**src/rtl/core_run_ctrl.sv**
```systemverilog
// core_run_ctrl: run sequencer in front of CORE.
// Holds core_start low for ARM_CYC cycles after go, releases it and counts
// RUN cycles until halt, PC stall or budget exhaustion, then reports status.
// Optional feature macro: CORE_RUN_CTRL_STALL_DETECT_EN (PC-stall detection).
//
// state | meaning
// IDLE  | after reset, core held in reset, waiting for go
// ARM   | core_start low for ARM_CYC cycles, status cleared
// RUN   | core running, cycles counting, end conditions evaluated
// DONE  | run finished, core_start kept high, status and cycles frozen
module core_run_ctrl #(
  parameter int IMW        = 4,
  parameter int CW         = 16,
  parameter int MAX_CYCLES = 10,
  parameter int ARM_CYC    = 1,
  parameter int STALL_CYC  = 3
) (
  input  logic           clk,
  input  logic           rst_n,
  input  logic           go,
  input  logic           halt,
  input  logic [IMW-1:0] pc,
  output logic           core_start,
  output logic           busy,
  output logic           done,
  output logic           timeout,
  output logic [CW-1:0]  cycles
);

  localparam int AW = (ARM_CYC > 1) ? $clog2(ARM_CYC) : 1;
  localparam logic [AW-1:0] ARM_LOAD = AW'(ARM_CYC - 1);
  localparam logic [CW-1:0] MAX_LAST = CW'(MAX_CYCLES - 1);

  // Elaboration-time parameter sanity checks.
  if (MAX_CYCLES < 1 || MAX_CYCLES > (2 ** CW) - 1) begin : g_bad_max
    $error("core_run_ctrl: MAX_CYCLES out of range");
  end
  if (ARM_CYC < 1) begin : g_bad_arm
    $error("core_run_ctrl: ARM_CYC must be >= 1");
  end
  if (STALL_CYC < 1) begin : g_bad_stall
    $error("core_run_ctrl: STALL_CYC must be >= 1");
  end

  typedef enum logic [1:0] {
    IDLE = 2'd0,
    ARM  = 2'd1,
    RUN  = 2'd2,
    DONE = 2'd3
  } state_t;

  state_t          state;
  state_t          next_state;
  logic [AW-1:0]   arm_cnt;
  logic            stall_hit;
  logic            run_end;
  logic            run_timeout;
  logic            arm_entry;

  assign arm_entry = (state == IDLE || state == DONE) && go;

`ifdef CORE_RUN_CTRL_STALL_DETECT_EN
  localparam int SW = $clog2(STALL_CYC + 1);
  localparam logic [SW-1:0] STALL_LAST = SW'(STALL_CYC - 1);

  logic [IMW-1:0] prev_pc;
  logic           prev_valid;
  logic [SW-1:0]  stall_cnt;
  logic           pc_same;

  assign pc_same   = prev_valid && (pc == prev_pc);
  // The run ends on the edge where the stall count would reach STALL_CYC.
  assign stall_hit = pc_same && (stall_cnt == STALL_LAST);

  // Previous-PC tracking and stall counter, restarted for every run.
  always_ff @(posedge clk or negedge rst_n) begin
    if (!rst_n) begin
      prev_pc    <= '0;
      prev_valid <= 1'b0;
      stall_cnt  <= '0;
    end else if (arm_entry) begin
      prev_pc    <= '0;
      prev_valid <= 1'b0;
      stall_cnt  <= '0;
    end else if (state == RUN) begin
      prev_pc    <= pc;
      prev_valid <= 1'b1;
      stall_cnt  <= pc_same ? stall_cnt + 1'b1 : '0;
    end
  end
`else
  logic unused_pc;

  assign unused_pc = ^pc;
  assign stall_hit = 1'b0;
`endif

  // State register.
  always_ff @(posedge clk or negedge rst_n) begin
    if (!rst_n) begin
      state <= IDLE;
    end else begin
      state <= next_state;
    end
  end

  // Next-state logic and end-condition priority (halt, stall, budget).
  always_comb begin
    next_state  = state;
    run_end     = 1'b0;
    run_timeout = 1'b0;
    case (state)
      IDLE: begin
        if (go) next_state = ARM;
      end
      ARM: begin
        if (arm_cnt == '0) next_state = RUN;
      end
      RUN: begin
        if (halt) begin
          run_end = 1'b1;
        end else if (stall_hit) begin
          run_end = 1'b1;
        end else if (cycles == MAX_LAST) begin
          run_end     = 1'b1;
          run_timeout = 1'b1;
        end
        if (run_end) next_state = DONE;
      end
      DONE: begin
        if (go) next_state = ARM;
      end
      default: next_state = IDLE;
    endcase
  end

  // ARM down-counter: loaded on entry, terminal count at zero.
  always_ff @(posedge clk or negedge rst_n) begin
    if (!rst_n) begin
      arm_cnt <= '0;
    end else if (arm_entry) begin
      arm_cnt <= ARM_LOAD;
    end else if (state == ARM && arm_cnt != '0) begin
      arm_cnt <= arm_cnt - 1'b1;
    end
  end

  // Registered outputs derived from the next state; status cleared on ARM entry.
  always_ff @(posedge clk or negedge rst_n) begin
    if (!rst_n) begin
      core_start <= 1'b0;
      busy       <= 1'b0;
      done       <= 1'b0;
      timeout    <= 1'b0;
      cycles     <= '0;
    end else begin
      core_start <= (next_state == RUN) || (next_state == DONE);
      busy       <= (next_state == ARM) || (next_state == RUN);
      done       <= (next_state == DONE);
      if (arm_entry) begin
        timeout <= 1'b0;
        cycles  <= '0;
      end else if (state == RUN) begin
        cycles <= cycles + 1'b1;
        if (run_timeout) timeout <= 1'b1;
      end
    end
  end

endmodule

```
**config.mk**
```make
export PLATFORM = sky130hd
export DESIGN_NAME = core_run_ctrl
export DESIGN_NICKNAME = d
export VERILOG_FILES = /design/src/rtl/core_run_ctrl.sv
export SDC_FILE = /design/constraint.sdc
export NUM_CORES = 1
export LEC_CHECK = 0
export ABC_CLOCK_PERIOD_IN_PS = 1600
export CELL_PAD_IN_SITES_DETAIL_PLACEMENT = 0
export CELL_PAD_IN_SITES_GLOBAL_PLACEMENT = 1
export CORE_MARGIN = 3
export CORE_UTILIZATION = 34
export DETAILED_ROUTE_END_ITERATION = 8
export GPL_ROUTABILITY_DRIVEN = 0
export HOLD_SLACK_MARGIN = 0.05
export PLACE_DENSITY_LB_ADDON = 0.05
export SLEW_MARGIN = 10
export SYNTH_ARGS = -nofsm -noshare
export SYNTH_HDL_FRONTEND = slang
export SYNTH_SLANG_ARGS = --single-unit
export TNS_END_PERCENT = 5
```
**constraint.sdc**
```tcl
create_clock -name clk -period 1.6 [get_ports clk]
set_input_delay 0.16 -clock clk [delete_from_list [all_inputs] [get_ports clk]]
set_output_delay 0.16 -clock clk [all_outputs]
set_load 0.05 [all_outputs]
```
==> metrics.yaml <==
timing:
  finalHoldViolCount: 0
  maxSlewViolCount: 0
  fin_skew_ns: 0.00632
  slew_headroom_pct: 75.3
  hold_slack_ns: 0.191
  rsz0062_at_grt: "true"
  finalSetupViolations: 8
  period_needed_ns: 1.77
  post-route-period-util_pct: 111
  fmax_ghz: 0.565
  layout_setup_ws_ns: -0.170
  max_slew.worst_pin.slew_ns: 0.368
power_and_ir_drop:
  cell_internal_pwr_mw: 1.37
  power_switching_uw: 967
  combPwrFrac_pct: 57.9
  leakage_nw: 0.893
  power_density_nw_per_um2: 1210
  p_sw_share_pct: 41.3
  finalPower_mw: 2.34
  clock_power_share_pct: 12.8
  ir_drop_uv: 639
  power_frac_seq_pct: 29.2
worst_setup_path:
  crit_chain: "inv_1 > ha_1 > and2_4 > nor3_2 > a222oi_1 > ha_1"
  cp_top_family: "adder cells"
  worstPathMaxFanout: 4
  slowest_delay_ns: 0.41
  cp_slowest_cell: "dfrtp_2"
  worstPathRequired_ns: 1.80
  crit_type: "reg2reg"
  crit_buf_inv: 1
  startpoint_type: "register"
  end_kind: "register"
  crit_arrival_ns: 1.97
  critical_path.startpoint: "core_start$_DFF_PN0_"
  reg2reg_from: "core_start$_DFF_PN0_"
  path_common_cell: "ha_1"
die:
  boundaryPins: 28
  initial_core_util_pct: 35.9
  die_w_um: 66.1
  die_h_um: 66.1
  dieArea_um2: 4360
  row_count: 21
  coreArea_um2: 3420
placement:
  portBuffers: 23
  hpwl_um: 2520
synthesis:
  synthDistinctLibCells: 32
  ys_ff_latch: 22
  yosysSeqAreaShare_pct: 44.9
  synth.net_count: 136
  synth_top_area_share_pct: 44.9
  avgSynthCellArea_um2: 10.1
  syn-instance-count: 122
  synth_top_area_cell: "dfrtp_1"
  syn_area_um2: 1230
  ys_warn_count: 0
  netlist_top_cells_area: "dfrtp_1 (45%), ha_1 (6.1%), nand4_1 (4.6%)"
global_routing:
  track_usage_pct: 17.1
  grt_pass1_vias: 1154
  grt_max_degree: 23
  grt_first_pass_wirelength_um: 5660
  grt_overflow: 0
  antenna_found_initial: 0
status:
  violations: "setup timing"
  status: "complete, but fails checks"
routing:
  num_vias: 1192
  dr.pass1.iters: 4
  viasPerCell: 5.16
  drc_errors: 0
  routed_wl_um: 3420
  wl_per_cell_um: 14.8
  ant_nets: 0
  drt_iter0_markers: 87
final_layout:
  n_antenna_cell: 0
  fin_nets: 200
  drive_gt1_share_pct: 48.1
  syn2layout_area_growth_pct: 57.2
cts:
  cts_root_buf: "clkbuf_4"
  clkTransAtPathRegs_ns: 0.12
  cts_tree: "yes"
  clock-sinks: 22
  cts_buffers: 3
  htreeDepth: 1
  clock_path_buffers: 2
  clk-insertion-delay-late_ns: 0.31
hold_path:
  hp-class: "in2async"
job:
  cap_violations: 0
## per-stage QoR
stage | instance area, µm² | setup TNS [ns] | util, % | worst slack, ns | cells
finish | 1930 | -0.388 | 56.4 | -0.170 | 231
global route | 1930 | -1.39 | 56.4 | -0.308 | 231
detailed placement | 1780 | -0.648 | 52.1 | -0.182 | 225
CTS | 1890 | -0.361 | 55.2 | -0.187 | 230
floorplan | 1230 | -1.05 | - | -0.248 | 122
global placement | 1780 | -0.628 | 52.1 | -0.219 | 225
## Yosys cell counts (all sizes together)
master,number
a21oi,6
a222oi,2
a2bb2oi,1
and2,2
buf,3
clkbuf,2
dfrtp,22
ha,6
inv,5
mux2i,4
nand2,11
nand2b,5
nand3,3
nand4,12
nor2,5
nor3,2
nor3b,1
nor4,7
nor4bb,1
o21a,2
o21ai,2
o22ai,1
o311ai,1
o31a,2
o31ai,3
o41ai,2
or3,2
or4,3
xnor2,2
xor2,2
## logic make-up (layout without fill, tap and decap cells)
kind of cell	after synthesis	after routing	synth area share, %
AOI/OAI and AO/OA	22	22	12.8
xor gates and xnor gates	4	4	2.86
adders and majority gates	6	6	6.12
buffers and inverters	10	73	3.37
DFF	22	22	44.9
muxes	4	4	3.27
and+or+nand+nor	54	54	26.7
## final cells by class
class,instances,area (µm²)
fillers,324,1490
multi-input cells,90,726
flip-flops and latches,22,557
repair buffers,64,533
well taps,46,57.6
clock buffers,4,36.3
inverters,5,18.8
## placed cells by master, fill, tap and decap left out, types with 2 or more instances in the layout
master	n
inv_1	4
o31ai_1	3
or3_1	2
xor2_1	2
o21ai_0	2
o21a_1	2
a21oi_1	3
clkdlybuf4s50_1	3
nand2_1	11
buf_6	2
o31a_1	2
or4_1	2
buf_12	3
nor4_1	3
buf_4	56
a21oi_2	3
nand3_1	2
nor2_1	5
a222oi_1	2
mux2i_1	4
nand4_4	2
dfrtp_1	17
dfrtp_2	5
clkbuf_4	3
nand4_1	9
ha_1	4
xnor2_1	2
ha_2	2
nor4_2	4
nand2b_1	5
## power groups by stage
stage                     clock network, mW  registers (mW)  logic, mW
final                                 0.301           0.685       1.36
after detailed placement                  0           0.696       1.27
after global placement                    0           0.692       1.24
after global routing                  0.340           0.696       1.47
after floorplan                           0           0.923      0.454
after CTS                             0.322           0.685       1.30
## repair_timing
| item | CTS | global route |
|---|---|---|
| hold buffers | 0 | 0 |
| pin swaps | 13 | 5 |
| setup buffers | 1 | 1 |
| resized for setup | 12 | 8 |
| endpoints found under the hold margin | 0 | 0 |
| setup endpoints to repair | 10 | 13 |
| cloned | 0 | 0 |
## worst paths after layout
check / slack (ns) / to / depth (start not counted)
max in group asynchronous: 1.15 / cycles[0]$_DFFE_PN0P_ / 2
worst max-delay path: -0.17 / busy$_DFF_PN0_ / 6
worst min-delay path: 0.19 / done$_DFF_PN0_ / 2
worst max register to register: -0.17 / busy$_DFF_PN0_ / 6
min in group clk: 0.53 / timeout$_DFFE_PN0P_ / 2
worst min register to register: 0.53 / timeout$_DFFE_PN0P_ / 2
## registers in the layout, summed over array words and instances, names as in the netlist
signal      cells
core_start      1
timeout         1
cycles         16
state           1
busy            1
arm_cnt         1
done            1
## metal layers
| layer | share of wire (%) | vias up | wire, µm | global-route usage [%] |
|---|---|---|---|---|
| met1 | 48 | 574 | 1650 | 23.9 |
| li1 | - | 592 | - | - |
| met5 | 0 | - | 0 | 0 |
| met3 | 4.0 | 2 | 138 | 4.25 |
| met4 | 0.56 | 0 | 19 | 3.05 |
| met2 | 47 | 24 | 1620 | 26.9 |
(Power assumes the default switching activity.)
